`config.mk`:
```
export PLATFORM = sky130hd
export DESIGN_NAME = or_reduce_sched_flat
export DESIGN_NICKNAME = d
export VERILOG_FILES = /design/src/rtl/or_sched_pkg.sv /design/src/rtl/or_reduce_sched_if.sv /design/src/rtl/rr_arb2.sv /design/src/rtl/or_reduce_sched.sv /design/src/flat_wrapper.sv
export SDC_FILE = /design/constraint.sdc
export NUM_CORES = 1
export LEC_CHECK = 0
export ABC_AREA = 0
export CAP_MARGIN = 20
export CORE_MARGIN = 1.5
export CORE_UTILIZATION = 39
export DETAILED_ROUTE_END_ITERATION = 6
export GPL_TIMING_DRIVEN = 0
export HOLD_SLACK_MARGIN = 0.15
export PLACE_DENSITY = 0.73
export SLEW_MARGIN = 40
export SYNTH_ARGS = -nofsm -noshare
export SYNTH_HDL_FRONTEND = slang
export SYNTH_SLANG_ARGS = --single-unit
```
`constraint.sdc`:
```
create_clock -name clock -period 2.25 [get_ports clock]
set_clock_uncertainty 0.15 [all_clocks]
set_input_delay 0.3375 -clock clock [delete_from_list [all_inputs] [get_ports clock]]
set_output_delay 0.3375 -clock clock [all_outputs]
set_load 0.01 [all_outputs]
```
`src/rtl/or_sched_pkg.sv`:
```
// Shared definitions for the OR-reduction scheduler: FSM encoding and slice sizing.
package or_sched_pkg;

  localparam int DATA_WIDTH = 32;
  localparam int SLICES     = DATA_WIDTH / 8;

  typedef enum logic [1:0] {
    IDLE = 2'd0,
    SCAN = 2'd1,
    DONE = 2'd2
  } state_t;

  function automatic int slices_of(input int width);
    return width / 8;
  endfunction

endpackage

```
`src/rtl/or_reduce_sched_if.sv`:
```
// Requester, result and shared-reducer signals of the OR-reduction scheduler.
interface or_reduce_sched_if
  import or_sched_pkg::*;
#(parameter int WIDTH = DATA_WIDTH);

  logic             req0_valid;
  logic [WIDTH-1:0] req0_data;
  logic             req0_ready;
  logic             req1_valid;
  logic [WIDTH-1:0] req1_data;
  logic             req1_ready;
  logic             res_valid;
  logic             res_ready;
  logic             res_or;
  logic             res_id;
  logic [7:0]       red_in;
  logic             red_out;
  logic             busy;

  modport master (
    output req0_valid, req0_data, req1_valid, req1_data, res_ready, red_out,
    input  req0_ready, req1_ready, res_valid, res_or, res_id, red_in, busy
  );

  modport slave (
    input  req0_valid, req0_data, req1_valid, req1_data, res_ready, red_out,
    output req0_ready, req1_ready, res_valid, res_or, res_id, red_in, busy
  );

endinterface

```
`src/rtl/rr_arb2.sv`:
```
// Two-way round-robin grant: on a tie the requester that did not win last time gets it.
module rr_arb2 (
  input  logic [1:0] valid,
  input  logic       last_grant,
  output logic [1:0] grant
);

  always_comb begin
    grant = 2'b00;
    case (valid)
      2'b01:   grant = 2'b01;
      2'b10:   grant = 2'b10;
      2'b11:   grant = last_grant ? 2'b01 : 2'b10;
      default: grant = 2'b00;
    endcase
  end

endmodule

```
`src/rtl/or_reduce_sched.sv`:
```
// Arbitrates two requesters and OR-reduces the accepted operand one byte per cycle
// through an external shared 8-input OR reducer, stopping early on the first set byte.
module or_reduce_sched
  import or_sched_pkg::*;
#(parameter int WIDTH = DATA_WIDTH)
(
  input logic               clock,
  input logic               reset,
  or_reduce_sched_if.slave  bus
);

  localparam int NSLICE = slices_of(WIDTH);
  localparam int CW     = (NSLICE > 1) ? $clog2(NSLICE) : 1;

  state_t                  state;
  state_t                  state_next;
  logic [NSLICE-1:0][7:0]  operand;
  logic [CW-1:0]           cnt;
  logic                    acc;
  logic                    owner;
  logic                    last_grant;
  logic [1:0]              grant;
  logic                    scan_end;

  rr_arb2 u_arb (
    .valid      ({bus.req1_valid, bus.req0_valid}),
    .last_grant (last_grant),
    .grant      (grant)
  );

  assign scan_end   = bus.red_out || (cnt == CW'(NSLICE - 1));
  assign bus.res_or = acc;
  assign bus.res_id = owner;

  // Readies exist only in IDLE, so nothing is accepted while a result is pending or leaving.
  always_comb begin
    state_next     = state;
    bus.req0_ready = 1'b0;
    bus.req1_ready = 1'b0;
    bus.res_valid  = 1'b0;
    bus.red_in     = 8'h00;
    bus.busy       = (state != IDLE);
    case (state)
      IDLE: begin
        bus.req0_ready = grant[0];
        bus.req1_ready = grant[1];
        if (|grant) state_next = SCAN;
      end
      SCAN: begin
        bus.red_in = operand[cnt];
        if (scan_end) state_next = DONE;
      end
      DONE: begin
        bus.res_valid = 1'b1;
        if (bus.res_ready) state_next = IDLE;
      end
      default: state_next = IDLE;
    endcase
  end

  always_ff @(posedge clock or negedge reset) begin
    if (!reset) begin
      state      <= IDLE;
      cnt        <= '0;
      acc        <= 1'b0;
      operand    <= '0;
      owner      <= 1'b0;
      last_grant <= 1'b1;
    end else begin
      state <= state_next;
      case (state)
        IDLE: begin
          if (|grant) begin
            operand <= grant[1] ? bus.req1_data : bus.req0_data;
            owner   <= grant[1];
            cnt     <= '0;
            acc     <= 1'b0;
          end
        end
        SCAN: begin
          acc <= acc | bus.red_out;
          if (!scan_end) cnt <= cnt + 1'b1;
        end
        DONE: begin
          if (bus.res_ready) last_grant <= owner;
        end
        default: ;
      endcase
    end
  end

endmodule

```
`src/flat_wrapper.sv`:
```
// flat-port wrapper written by rule: the top's interface ports become plain ports
module or_reduce_sched_flat import or_sched_pkg::*;
#(parameter int WIDTH = DATA_WIDTH)
  (clock, reset, bus_req0_valid, bus_req0_data, bus_req1_valid, bus_req1_data, bus_res_ready, bus_red_out, bus_req0_ready, bus_req1_ready, bus_res_valid, bus_res_or, bus_res_id, bus_red_in, bus_busy);
  or_reduce_sched_if #(.WIDTH(WIDTH)) bus_i ();
  input logic clock;
  input logic reset;
  input wire logic [$bits(bus_i.req0_valid)-1:0] bus_req0_valid;
  input wire logic [$bits(bus_i.req0_data)-1:0] bus_req0_data;
  input wire logic [$bits(bus_i.req1_valid)-1:0] bus_req1_valid;
  input wire logic [$bits(bus_i.req1_data)-1:0] bus_req1_data;
  input wire logic [$bits(bus_i.res_ready)-1:0] bus_res_ready;
  input wire logic [$bits(bus_i.red_out)-1:0] bus_red_out;
  output wire logic [$bits(bus_i.req0_ready)-1:0] bus_req0_ready;
  output wire logic [$bits(bus_i.req1_ready)-1:0] bus_req1_ready;
  output wire logic [$bits(bus_i.res_valid)-1:0] bus_res_valid;
  output wire logic [$bits(bus_i.res_or)-1:0] bus_res_or;
  output wire logic [$bits(bus_i.res_id)-1:0] bus_res_id;
  output wire logic [$bits(bus_i.red_in)-1:0] bus_red_in;
  output wire logic [$bits(bus_i.busy)-1:0] bus_busy;
  assign bus_i.req0_valid = bus_req0_valid;
  assign bus_i.req0_data = bus_req0_data;
  assign bus_i.req1_valid = bus_req1_valid;
  assign bus_i.req1_data = bus_req1_data;
  assign bus_i.res_ready = bus_res_ready;
  assign bus_i.red_out = bus_red_out;
  assign bus_req0_ready = bus_i.req0_ready;
  assign bus_req1_ready = bus_i.req1_ready;
  assign bus_res_valid = bus_i.res_valid;
  assign bus_res_or = bus_i.res_or;
  assign bus_res_id = bus_i.res_id;
  assign bus_red_in = bus_i.red_in;
  assign bus_busy = bus_i.busy;
  or_reduce_sched #(.WIDTH(WIDTH)) u_core (.clock(clock), .reset(reset), .bus(bus_i));
endmodule
```
=== Word level (Yosys, flattened, before mapping) ===
Cells that the tools add are included.
W data, S select, Z words.

* Bitwise operators: 1
* Equal/unequal tests: 10
* Mux-type cells: 18
* Reductions and logical operators: 10
* Add/sub/neg operators: 1
* Magnitude comparators: 1

{| class="wikitable"
|+ Operators with widths
! operator !! count
|-
| $mux W32 || 1
|-
| $bmux W8 S2 || 1
|-
| $mux W8 || 2
|-
| $mux W2 || 6
|-
| $pmux W2 S3 || 2
|-
| $eq A2 B2 Y1 const B || 4
|-
| $reduce_and A2 Y1 || 3
|-
| $reduce_and A3 Y1 || 2
|-
| $eq A2 B1 Y1 const B || 2
|-
| $mux W1 || 4
|-
| $ne A2 B1 Y1 const B || 2
|-
| $ne A2 B2 Y1 const B || 2
|-
| $pmux W2 S2 || 1
|-
| $reduce_bool A2 Y1 || 2
|-
| $lt A2 B3 Y1 const B || 1
|-
| $add A2 B1 Y2 const B || 1
|-
| $logic_not A2 Y1 || 1
|-
| $pmux W1 S2 || 1
|-
| $reduce_or A2 Y1 || 1
|-
| $logic_or A1 B1 Y1 || 1
|-
| $or A1 B1 Y1 || 1
|}

* Output and inout port bits: 14
* Input bits: 70
* Word-level logic and storage cells: 50
* Flip-flop bits (word level): 39

=== Longest topological paths before layout ===
Gate-level depths: netlist of run 1.

* Word-level depth: 5
* Gate-level depth with buffers: 5
* Depth with buffers taken out: 4

=== Modules after synthesis ===
A second synthesis of run 1 with hierarchy kept.

* Cell total of the unflattened synthesis: 157
* Area total of the unflattened synthesis: 2481.1 um2

{| class="wikitable"
|+ By module, submodules not included
! module !! cells each !! area each (um2) !! instances !! sequential area each (um2)
|-
| or_reduce_sched || 154 || 2462.4 || 1 || 977.2
|-
| rr_arb2 || 3 || 18.8 || 1 || 0.0
|}

=== Worst setup path after synthesis of run 1 ===
Ideal clock, no wire load.

* Path kind: register to output
* Start point: register u_core.cnt[0]
* End point: output bus_red_in[0]
* Path buffers: 1
* Data required time: 1.762 ns
* Cell stages (with the launch flop): 4
* Arrival: 1.259 ns
* Path slack: 0.504 ns
* Cell sequence: dfrtp_1 -> buf_2 -> mux4_2 -> nor2b_1

* Cells in the longest elaborated chain, start to end: 3

{| class="wikitable"
|+ RTL lines
! what !! RTL line !! RTL
|-
| start: declaration || or_reduce_sched.sv:18 || <nowiki>logic [CW-1:0] cnt;</nowiki>
|-
| start signal: assignment || or_reduce_sched.sv:82 || <nowiki>if (!scan_end) cnt <= cnt + 1'b1;</nowiki>
|-
| $bmux W8 S2 || or_reduce_sched.sv:50 || <nowiki>bus.red_in = operand[cnt];</nowiki>
|-
| $mux W8 (not written as such) || or_reduce_sched.sv:50 ||
|-
| $mux W8 || or_reduce_sched.sv:43 || <nowiki>case (state)</nowiki>
|-
| end: declaration || flat_wrapper.sv:19 || <nowiki>output wire logic [$bits(bus_i.red_in)-1:0] bus_red_in;</nowiki>
|}

No other way between the ends. The select of a mux whose other input is x is not followed.

=== Final worst setup path of run 1 ===
* Start point: register u_core.cnt[0]
* End point: output bus_red_in[7]

The elaborated chain is that of the path after synthesis.

==> qor.yml, run 1 <==
cts:
  clock_latency_ps: 290
  numCtsBuffers: 5
  clockRootBuffer: "clkbuf_8"
  cts.path.max_buffers: 2
  cts_sinks: 39
  cts_tree: "yes"
  clk_pin_slew_ps: 80
  cts.htree.levels: 2
power:
  fin_total_pwr_mw: 3.83
  p_leak_nw: 1.48
  irDropWorstVdd_v: 0.000453
  p_clk_frac: 0.180
  p_comb_frac: 0.492
  p_int_mw: 2.69
  power.density_mw_per_mm2: 1140
  seq_power_share: 0.328
  switching_share: 0.300
  netSwitchingPower_mw: 1.15
setup_path:
  arrival_ps: 1690
  regToRegSetupSlack_ps: 220
  worstPathRequired_ps: 1760
  crit_end: "bus_red_in[7]"
  worst_r2r_path_depth: 5
  worstSetupPathType: "reg -> out"
  cp_max_fo: 4
  rr_endpoint: "u_core.cnt[1]$_DFFE_PN0P_"
  timing.rr.start: "u_core.cnt[0]$_DFFE_PN0P_"
  crit_start: "u_core.cnt[0]$_DFFE_PN0P_"
  start_kind: "register"
  endpoint_kind: "output pin"
synthesis:
  synth_cells: 156
  netlist_area_mm2: 0.00227
  synth-simple-area-share: 0.0436
  synth_xor_area_frac: 0
  ys_seq_area_frac: 0.431
  synthMuxAreaShare: 0.454
  synth_seq_cells: 39
  yosys.area_share.adder: 0.00551
  yosys_warnings: 0
  syn-num-nets: 227
  ys_types: 24
  syn_avg_cell_area_um2: 14.5
  synth_compound_area_frac: 0.0243
  synth_top_family_by_area: "multiplexers"
worst_hold_path:
  hold_path.class: "reg -> reg"
cells_and_area:
  layout_commonest_cell: "clkdlybuf4s50_1"
  num-fill-cells: 461
  antenna_cells: 0
  regArea_um2: 978
  fin_nets: 321
  final_cell_mix: "clkdlybuf4s50_1, dfrtp_1, mux2_2, mux2_4, nor2b_1"
  layout-drive-gt1-share: 0.422
  multi_input_area_mm2: 0.00120
  area_growth_pct: 48.1
detailed_routing:
  wl_mm: 5.02
  wl_per_cell_um: 15.5
  drc: 0
  vias: 1548
  firstDrtPassIters: 4
  antenna_left: 0
  drt_iter0_drc: 39
  vias_per_cell: 4.79
grt:
  grt_pass1_vias: 1586
  antenna_found_initial: 0
  grt_pass1_wl_mm: 7.91
  grt_overflow: 0
  track_usage: 0.173
  grt_max_degree: 40
timing:
  rsz0062_at_grt: "true"
  period_needed_ps: 2180
  tns_ps: 0
  fmax_mhz: 459
  slew_headroom: 0.638
  hold_viol: 0
  worst_slew_pin_slew_ps: 543
  min_period_over_period: 0.969
  slew_viol_final: 0
  setup_viol: 0
floorplan:
  die_w_um: 79.3
  start_util: 0.407
  die_area_mm2: 0.00629
  core_mm2: 0.00557
  io_pins: 84
  rows: 27
  die_h_um: 79.3
placement:
  gp_congestion: 0.778
  port_buffers: 83
  hpwlAfterDp_mm: 3.60
run_status:
  status: "finished, final reports clean"
run:
  maxCapViolations: 0
## synth_stat cells
cell        n  share of area
ha_1        1         0.0055
o21a_1      1         0.0033
o2bb2ai_1   1         0.0039
mux2_2     36           0.18
clkbuf_1    2         0.0033
mux4_2      8          0.079
nor2b_1     9          0.025
a21bo_1     1         0.0044
a21oi_1     1         0.0022
or4b_2      1         0.0044
a21o_1      1         0.0033
dfrtp_1    38           0.42
nand2_1     2         0.0033
nor2_1      5         0.0083
o22ai_1     1         0.0028
buf_2       4         0.0088
o21ai_1     1         0.0022
dfstp_2     1          0.012
mux2_4     29           0.19
buf_6       4          0.020
nand2b_1    1         0.0028
o21ai_0     1         0.0022
mux2i_1     1         0.0044
inv_1       6         0.0099
## stage by stage
stage | instance area [um^2] | hold WS (ps) | worst slack [ps] | std cells | util
final | 3360 | 345 | 70.0 | 323 | 0.603
after global routing | 3360 | 373 | -1.95 | 323 | 0.603
after detailed placement | 3190 | 189 | -317 | 311 | 0.572
after floorplan | 2270 | -108 | 504 | 156 | -
after global placement | 3190 | 326 | -330 | 311 | 0.572
after CTS | 3370 | 352 | -10.9 | 322 | 0.605
## state kept, by name (all words and copies together), names as in the netlist
signal             flops
u_core.cnt             2
u_core.state           2
u_core.bus.res_id      1
u_core.operand        32
u_core.last_grant      1
u_core.bus.res_or      1
## metal layers
layer	global-route usage	vias up	wire length, um
met5	0	-	0
li1	-	749	-
met2	0.291	53	2470
met4	0.0561	0	61
met1	0.216	740	2260
met3	0.0448	6	226
## cell type report
type / instances / share of cell area
flip-flops and latches: 39 / 0.291
repair buffers: 87 / 0.252
multi-input cells: 101 / 0.359
well taps: 72 / 0.0268
plain buffers: 10 / 0.0249
inverters: 6 / 0.00670
clock inverters: 2 / 0.0179
clock buffers: 6 / 0.0216
## power groups by stage
stage / clock [mW] / sequential [mW] / combinational (mW)
after floorplan: 0 / 1.21 / 1.28
after global routing: 0.735 / 1.30 / 2.02
after CTS: 0.708 / 1.25 / 1.93
after detailed placement: 0 / 1.26 / 1.89
after global placement: 0 / 1.25 / 1.85
final: 0.692 / 1.26 / 1.89
## cells by family (layout without fill, tap and decap cells)
family	after synthesis	in the layout
DFF	39	39
muxes	74	74
buffers and inverters	16	111
AOI/OAI and AO/OA	8	8
and+or+nand+nor	18	18
adders and majority gates	1	1
## worst min path at each step
stage | start | end | depth (start not counted)
after floorplan | reset | u_core.bus.res_id$_DFFE_PN0P_ | 0
after global placement | u_core.bus.res_or$_DFFE_PN0P_ | u_core.bus.res_or$_DFFE_PN0P_ | 1
after global routing | bus_req1_valid | u_core.state[0]$_DFFE_PN0P_ | 3
final | u_core.bus.res_or$_DFFE_PN0P_ | u_core.bus.res_or$_DFFE_PN0P_ | 1
after CTS | u_core.bus.res_or$_DFFE_PN0P_ | u_core.bus.res_or$_DFFE_PN0P_ | 1
after detailed placement | reset | u_core.operand[19]$_DFFE_PN0P_ | 1
## what timing repair did
action                                 in CTS  in global routing
endpoints found under the hold margin      38                  0
setup endpoints to repair                   9                  9
hold buffers                                1                  0
gates resized for setup                    31                 10
setup buffers                               1                  1
gates cloned                                1                  0
## critical path, cell delays in order, from the launching register on
cell	delay, ps
dfrtp_2	400
buf_6	120
buf_16	110
mux4_2	470
nor2b_1	130
buf_2	160
No activity file was read; power rests on OpenSTA's default activity.
==> run 2, diff against run 1 <==
CORE_UTILIZATION = 23   (was 39)
DONT_BUFFER_PORTS = 1   (was unset)
PLACE_DENSITY = 0.37   (was 0.73)
==> run 2 against run 1 <==
Sequential share of layout area is 8.6 points higher. Final cell count fell by 6.2%. Via count fell by 16%. Critical path type unchanged. Worst setup slack gained 55 ps. Count of clock-buffer cells in the layout up 2.
==> qor.yml, run 2 (synthesized netlist as in run 1, its figures left out) <==
cts:
  postCtsSetupRepairBufs: 0  # was 1
  clockRootBuffer: "clkbuf_8"  # unchanged
  clk_pin_slew_ps: 80  # about the same
  cts_sinks: 39  # unchanged
  cts.htree.levels: 2  # unchanged
  cts_tree: "yes"  # unchanged
  cts.path.max_buffers: 2  # unchanged
  numCtsBuffers: 5  # unchanged
  clock_latency_ps: 290  # about the same
floorplan:
  start_util: 0.234  # was 0.407
  io_pins: 84  # unchanged
  core_mm2: 0.00968  # was 0.00557 mm^2
  die_w_um: 102  # was 79.3 um
  rows: 36  # was 27
  die_h_um: 102  # was 79.3 um
  die_area_mm2: 0.0105  # was 0.00629 mm^2
cells_and_area:
  largest_register_ffs: 32  # unchanged
  layout_commonest_cell: "dfrtp_1"  # was clkdlybuf4s50_1
  area_growth_pct: 14.1  # was 48.1%
  final_cell_area_mm2: 0.00259  # was 0.00336 mm^2
  regArea_um2: 977  # was 978 um^2
  num-fill-cells: 996  # was 461
  regMostFlops: "u_core.operand"  # unchanged
  final_cell_mix: "dfrtp_1, mux2_2, mux2_4, nor2b_1, mux4_2"  # was clkdlybuf4s50_1, dfrtp_1, mux2_2, mux2_4, nor2b_1
  multi_input_area_mm2: 0.00120  # about the same
  layout-drive-gt1-share: 0.529  # was 0.422
  reg_top3: "u_core.operand x32, u_core.cnt x2, u_core.state x2"  # unchanged
  antenna_cells: 0  # unchanged
  fin_nets: 240  # was 321
timing:
  slew_headroom: 0.573  # was 0.638
  period_needed_ps: 2120  # was 2180 ps
  hold_viol: 0  # unchanged
  setup_ws_ps: 125  # was 70.0 ps
  rsz0062_at_grt: "false"  # was true
  min_period_over_period: 0.944  # was 0.969
  slew_viol_final: 0  # unchanged
  worst_slew_pin_slew_ps: 641  # was 543 ps
  tns_ps: 0  # unchanged
  setup_viol: 0  # unchanged
  fmax_mhz: 471  # was 459 MHz
setup_path:
  worstPathRequired_ps: 1760  # about the same
  rr_endpoint: "u_core.state[1]$_DFFE_PN0P_"  # was u_core.cnt[1]$_DFFE_PN0P_
  cp_max_fo: 9  # was 4
  worstSetupPathType: "reg -> out"  # unchanged
  regToRegSetupSlack_ps: 320  # was 220 ps
  worst_r2r_path_depth: 4  # was 5
  timing.rr.start: "u_core.state[1]$_DFFE_PN0P_"  # was u_core.cnt[0]$_DFFE_PN0P_
  arrival_ps: 1640  # was 1690 ps
  endpoint_kind: "output pin"  # unchanged
  start_kind: "register"  # unchanged
detailed_routing:
  vias: 1295  # was 1548
  antenna_left: 0  # unchanged
  firstDrtPassIters: 4  # unchanged
  vias_per_cell: 4.27  # was 4.79
  wl_mm: 5.33  # was 5.02 mm
  drc: 0  # unchanged
  wl_per_cell_um: 17.6  # was 15.5 um
  drt_iter0_drc: 18  # was 39
grt:
  antenna_found_initial: 0  # unchanged
  grt_max_degree: 40  # unchanged
  grt_pass1_wl_mm: 7.71  # was 7.91 mm
  grt_overflow: 0  # unchanged
  grt_pass1_vias: 1296  # was 1586
  track_usage: 0.104  # was 0.173
power:
  netSwitchingPower_mw: 1.11  # was 1.15 mW
  p_comb_frac: 0.473  # was 0.492
  power.density_mw_per_mm2: 1270  # was 1140 mW/mm^2
  p_clk_frac: 0.139  # was 0.180
  seq_power_share: 0.388  # was 0.328
  p_leak_nw: 1.11  # was 1.48 nW
  p_int_mw: 2.17  # was 2.69 mW
  switching_share: 0.339  # was 0.300
  irDropWorstVdd_v: 0.000287  # was 0.000453 V
run:
  maxCapViolations: 0  # unchanged
placement:
  port_buffers: 0  # was 83
  gp_congestion: 0.663  # was 0.778
  hpwlAfterDp_mm: 3.87  # was 3.60 mm
  pre_cts_ws_ps: 288  # was -317 ps
  dpl-instance-area_mm2: 0.00244  # was 0.00319 mm^2
worst_hold_path:
  hold_depth: 2  # was 1
  hp-start: "bus_req0_valid"  # was u_core.bus.res_or$_DFFE_PN0P_
  hold_path.class: "in -> reg"  # was reg -> reg
  min_to: "u_core.state[0]$_DFFE_PN0P_"  # was u_core.bus.res_or$_DFFE_PN0P_
run_status:
  status: "finished, final reports clean"  # unchanged
-- run 2: power groups by stage --
stage                     Sequential [mW]  Combinational, mW  Clock (mW)
after floorplan                      1.21               1.28           0
after global placement               1.28               1.51           0
after detailed placement             1.29               1.55           0
after CTS                            1.27               1.59       0.490
after global routing                 1.33               1.69       0.509
final                                1.27               1.55       0.458
-- run 2: layout make-up --
type,count,area share
well taps,133,0.0643
multi-input cells,101,0.462
clock buffers,8,0.0309
flip-flops and latches,39,0.377
plain buffers,10,0.0295
inverters,6,0.00870
repair buffers,6,0.0271
-- run 2: how the worst max path moves through the flow --
stage,startpoint,end,depth (start not counted)
2_1_floorplan,u_core.cnt[0]$_DFFE_PN0P_,bus_red_in[0],3
6_report,u_core.cnt[0]$_DFFE_PN0P_,bus_red_in[5],3
5_1_grt,u_core.cnt[0]$_DFFE_PN0P_,bus_red_in[3],3
3_3_place_gp,u_core.cnt[1]$_DFFE_PN0P_,bus_red_in[3],3
3_5_place_dp,u_core.cnt[1]$_DFFE_PN0P_,bus_red_in[3],3
4_1_cts,u_core.cnt[0]$_DFFE_PN0P_,bus_red_in[5],3
-- run 2: stage by stage --
step / cells / hold WS [ps] / util / total power [mW]
after floorplan: 156 / -108 / - / 2.48
final: 303 / 165 / 0.267 / 3.28
after global placement: 289 / -106 / 0.252 / 2.79
after detailed placement: 289 / -106 / 0.252 / 2.84
after global routing: 303 / 164 / 0.267 / 3.53
after CTS: 303 / 163 / 0.267 / 3.35
-- run 2: worst max-delay path: stages (launching register included) --
cell and delay [ps]:
dfrtp_1 360, clkbuf_4 280, mux4_2 520, nor2b_1 190
-- run 2: routing by layer --
metal | routed length (um) | up-vias | share of wire | track usage
li1 | - | 587 | - | -
met1 | 2320 | 654 | 0.43 | 0.134
met2 | 2680 | 48 | 0.50 | 0.175
met3 | 244 | 6 | 0.046 | 0.0205
met4 | 86 | 0 | 0.016 | 0.0358
met5 | 0 | - | 0 | 0
-- run 2: repair_timing --
item | 4_1_cts | 5_1_grt
hold buffers | 6 | 0
resized for setup | 1 | 1
pin swaps | 0 | 0
hold endpoints to repair | 45 | 0
endpoints found under the setup margin | 6 | 8
